### config.mk
export PLATFORM = sky130hd
export DESIGN_NAME = ext_bus_initiator
export DESIGN_NICKNAME = d
export VERILOG_FILES = /design/src/rtl/ext_bus_initiator.sv
export SDC_FILE = /design/constraint.sdc
export NUM_CORES = 1
export LEC_CHECK = 0
export BUFFER_PORTS_ARGS = -buffer_cell sky130_fd_sc_hd__buf_2
export CAP_MARGIN = 20
export CORE_AREA = 8 8 84 86
export CTS_BUF_LIST = sky130_fd_sc_hd__clkbuf_16
export CTS_CLUSTER_SIZE = 10
export DETAILED_ROUTE_END_ITERATION = 10
export DIE_AREA = 0 0 92 94
export PLACE_DENSITY = 0.66
export SLEW_MARGIN = 20
export SYNTH_ARGS = -nofsm -noshare
export SYNTH_HDL_FRONTEND = slang
export SYNTH_SLANG_ARGS = --single-unit
export TNS_END_PERCENT = 20
### constraint.sdc
create_clock -name xclk -period 2 [get_ports xclk]
set_clock_uncertainty 0.05 [all_clocks]
set_input_delay 0.2 -clock xclk [delete_from_list [all_inputs] [get_ports xclk]]
set_output_delay 0.2 -clock xclk [all_outputs]
set_load 0.05 [all_outputs]
### src/rtl/ext_bus_initiator.sv
// Single-access initiator for an async SRAM-style bus (cs/re/we, shared db).
// Every bus pin is a flop, loaded from the next-state so phases start on the edge.
module ext_bus_initiator #(
  parameter int SETUP_CYC     = 1,
  parameter int WR_STROBE_CYC = 3,
  parameter int RD_STROBE_CYC = 3,
  parameter int HOLD_CYC      = 1,
  parameter int TURN_CYC      = 1
) (
  input  logic        xclk,
  input  logic        reset,
  input  logic        req_valid,
  output logic        req_ready,
  input  logic        req_write,
  input  logic [7:0]  req_addr,
  input  logic [15:0] req_wdata,
  output logic        rsp_valid,
  output logic [15:0] rsp_rdata,
  output logic        busy,
  output logic        cs,
  output logic        re,
  output logic        we,
  output logic [7:0]  ab,
  output logic [15:0] db_out,
  output logic        db_oe,
  input  logic [15:0] db_in
);
  localparam logic [3:0] SETUP_L = 4'(SETUP_CYC - 1);
  localparam logic [3:0] WR_L    = 4'(WR_STROBE_CYC - 1);
  localparam logic [3:0] RD_L    = 4'(RD_STROBE_CYC - 1);
  localparam logic [3:0] HOLD_L  = 4'(HOLD_CYC - 1);
  localparam logic [3:0] TURN_L  = 4'(TURN_CYC - 1);

  typedef enum logic [2:0] {IDLE, SETUP, STROBE, HOLD, TURN} state_t;

  state_t     state, nxt;
  logic [3:0] cnt, cnt_nxt;
  logic       wr_q;
  logic       accept, wr_d, in_bus, rd_sample;

  assign req_ready = (state == IDLE) && !reset;
  assign accept    = req_valid && req_ready;
  // the op bit must be visible on the accept edge, before wr_q is loaded
  assign wr_d      = accept ? req_write : wr_q;
  assign in_bus    = (nxt == SETUP) || (nxt == STROBE) || (nxt == HOLD);
  assign rd_sample = (state == STROBE) && (cnt == 4'd0) && !wr_q;

  always_comb begin
    nxt     = state;
    cnt_nxt = (cnt == 4'd0) ? 4'd0 : cnt - 4'd1;
    case (state)
      IDLE:   if (accept) begin nxt = SETUP; cnt_nxt = SETUP_L; end
      SETUP:  if (cnt == 4'd0) begin nxt = STROBE; cnt_nxt = wr_q ? WR_L : RD_L; end
      STROBE: if (cnt == 4'd0) begin nxt = HOLD; cnt_nxt = HOLD_L; end
      HOLD:   if (cnt == 4'd0) begin nxt = TURN; cnt_nxt = TURN_L; end
      TURN:   if (cnt == 4'd0) begin nxt = IDLE; cnt_nxt = 4'd0; end
      default: begin nxt = IDLE; cnt_nxt = 4'd0; end
    endcase
  end

  always_ff @(posedge xclk) begin
    if (reset) begin
      state     <= IDLE;
      cnt       <= 4'd0;
      wr_q      <= 1'b0;
      cs        <= 1'b1;
      re        <= 1'b1;
      we        <= 1'b1;
      ab        <= 8'h00;
      db_out    <= 16'h0000;
      db_oe     <= 1'b0;
      rsp_valid <= 1'b0;
      rsp_rdata <= 16'h0000;
      busy      <= 1'b0;
    end else begin
      state <= nxt;
      cnt   <= cnt_nxt;
      if (accept) begin
        wr_q   <= req_write;
        ab     <= req_addr;
        db_out <= req_wdata;
      end
      cs        <= !in_bus;
      we        <= !((nxt == STROBE) && wr_q);
      re        <= !((nxt == STROBE) && !wr_q);
      db_oe     <= in_bus && wr_d;
      rsp_valid <= (nxt == TURN) && (state != TURN);
      busy      <= (nxt != IDLE);
      if (rd_sample) rsp_rdata <= db_in;
    end
  end
endmodule

==> results.cfg <==
[outcome]
outcome = completed

[clocking]
cts_max_level = 2
path_clk_slew_ns = 0.07
cts.sinks = 54
cts_buffers = 5
clock_latency_ns = 0.29
cts_resized = 0
cts-root-buf = clkbuf_16
holdBufCountCts = 0
cts_max_path_buffers = 2
cts_tree = built
postCtsSetupBuffers = 0

[logic_synthesis]
synthDistinctLibCells = 35
synth_cells = 253
yosysSeqAreaShare_pct = 48.7
syn_nets = 299
yosysWarnings = 0
synth_top_cells_by_area = dfxtp_1, a21oi_1, o21ai_1
ys_ff_latch = 54
netlist_area_mm2 = 0.00222
avgSynthCellArea_um2 = 8.77
synth_area_leader_cell = dfxtp_1
synth_top_area_share_pct = 48.7

[drt]
wl_per_cell_um = 15.0
drtPass1Iterations = 4
drtIter0Drc = 59
vias = 2167
ant_nets = 0
via_per_inst = 5.29
route.detailed.drc = 0
routed_wl_um = 6150

[floorplanning]
dieArea_mm2 = 0.00865
die_h_um = 94
die_w_um = 92
core_mm2 = 0.00575
initial_core_util_pct = 38.6
pin_count = 91
row_count = 28

[power_and_ir_drop]
combPwrFrac_pct = 45.3
seq_power_share_pct = 32.4
power_density_mw_per_mm2 = 1500
power.leakage_nw = 1.22
internal_power_w = 0.00241
p_switching_w = 0.00189
p_clk_share_pct = 22.2
peakVddDrop_v = 0.000618
netSwitchingFraction_pct = 44.0

[placement]
io_buffers = 90
place.gp.congestion = 0.757
dp_slack_ns = 0.305
detailed_place_hpwl_um = 4320
dpl.cell_count = 402

[critical_path]
path_buf_inv = 2
critPathMaxFanout = 13
crit_path_end_kind = primary output
crit_chain = buf_4 > or2_1 > nor3_1 > buf_2
worstPathRequired_ns = 1.75
worstSetupPathType = reg2out
start_kind = register
crit_arrival_ns = 1.55
cp_top_family = buffers and inverters
slowest_stage = dfxtp_1
cpPeakStageDelay_ns = 0.33

[job]
maxCapViolCount = 0

[timing]
setup_ws_ns = 0.204
final-max-slew-violation-count = 0
finalCriticalPeriod_ns = 1.80
fmax_mhz = 557
hold_violations = 0
rsz0062_at_grt = false
finalCritPeriodShare_pct = 89.8
worst_slew_pin_slew_ns = 0.688
timing.setup.tns_ns = 0
setup_viol = 0
slew_headroom_pct = 54.1

[global_routing]
antenna_found_initial = 0
grt_first_pass_wirelength_um = 10100
grt_pass1_vias = 2134
grt_max_degree = 32
track_usage_pct = 14.0
overflow = 0

[cells_and_area]
syn2layout_area_growth_pct = 29.0
instances_no_fill = 410
fin_nets = 380
drive_gt1_share_pct = 34.3
insertedDiodeCount = 0

[min_path]
min_path_type = in2reg
==> synth_stat cells, drive strengths merged <==
cell type,count
nor4b,2
and4bb,1
o221a,1
nor2b,3
or2,1
nand4,17
nor2,8
nand2,4
a21oi,44
o21bai,1
o211a,1
buf,13
nand3,27
xnor2,3
nor4,1
a211oi,1
a2111oi,1
or4b,2
inv,5
clkbuf,12
a22o,1
nor3b,1
and4,1
or3b,1
nor3,3
o21ai,41
ha,2
dfxtp,54
o211ai,1
==> per-stage QoR <==
step           area, µm²  power [W]  utilization, %  hold WS (ns)
3_3_place_gp        2700    0.00336            47.0         0.380
4_1_cts             2860    0.00436            49.8        0.0987
2_1_floorplan       2220    0.00295               -         0.280
3_5_place_dp        2700    0.00338            47.0         0.390
6_report            2860    0.00431            49.8         0.102
5_1_grt             2860    0.00458            49.8        0.0965
==> final timing paths <==
check | from | endpoint | slack, ns | cells after the start
max | state[1] | req_ready | 0.20 | 4
min | req_wdata[15] | db_out[15] | 0.10 | 3
max reg2reg | cnt[0] | db_oe | 0.31 | 5
min reg2reg | cnt[0] | cnt[0] | 0.41 | 1
==> worst register-to-register path, stage by stage, from the launching register on <==
cell and delay, ns:
dfxtp_1 0.35, inv_1 0.07, ha_1 0.21, and4bb_2 0.28, a2111oi_0 0.45, o221a_1 0.24
==> area by class of cell <==
cell class / count / area [µm²]
fillers: 572 / 2880
flip-flops and latches: 54 / 1080
multi-input cells: 169 / 986
repair buffers: 99 / 518
clock buffers: 5 / 125
well taps: 75 / 93.8
clock inverters: 3 / 41.3
inverters: 5 / 18.8
==> cell families after synthesis <==
logic type | Yosys count | share of synthesized area (%)
xor gates and xnor gates | 3 | 1.18
DFF | 54 | 48.7
AOI/OAI and AO/OA | 92 | 22.1
and+or+nand+nor | 72 | 20.0
buffers and inverters | 30 | 6.88
adders and majority gates | 2 | 1.13
==> state kept, by name (all words and copies together), names as in the netlist <==
| register | cells |
|---|---|
| db_out | 16 |
| rsp_rdata | 16 |
| ab | 8 |
| cnt | 4 |
| state | 3 |
| busy | 1 |
| cs | 1 |
| db_oe | 1 |
| re | 1 |
| rsp_valid | 1 |
| we | 1 |
| wr_q | 1 |
==> power groups by stage <==
stage,combinational [W],sequential (W),clock [W]
3_5_place_dp,0.00196,0.00142,0
4_1_cts,0.00197,0.00139,0.000989
6_report,0.00195,0.00140,0.000957
5_1_grt,0.00212,0.00142,0.00103
2_1_floorplan,0.00114,0.00181,0
3_3_place_gp,0.00195,0.00141,0
==> metal layers <==
metal	track usage, %	vias up	share of wire [%]
met5	0	-	0
met4	4.56	0	1.5
met3	7.43	10	12
met1	15.9	986	43
met2	21.9	92	43
li1	-	1079	-
==> placed cells by master, fill, tap and decap left out <==
cell,synthesis,final
dfxtp_1,54,54
nor4b_2,1,1
clkinvlp_4,0,1
nor3_1,3,3
or3b_1,1,1
inv_1,4,5
nor2_2,1,1
nor2b_1,3,3
a211oi_1,1,1
a2111oi_0,1,1
clkbuf_16,0,5
o21ai_1,40,40
a22o_1,1,1
and4_1,1,1
bufinv_16,0,1
xnor2_1,3,3
a21oi_1,44,44
o211ai_1,1,1
or4b_4,2,2
or2_1,1,1
and4bb_2,1,1
nand3_1,27,27
nor4_1,1,1
nand4_1,17,17
buf_4,0,9
o211a_1,1,1
ha_1,2,2
buf_2,8,90
nor2_1,7,7
o21ai_2,1,1
o21bai_1,1,1
o221a_1,1,1
inv_2,1,1
nor4b_4,1,1
nor3b_2,1,1
nand2_1,4,4
(Power assumes the default switching activity.)
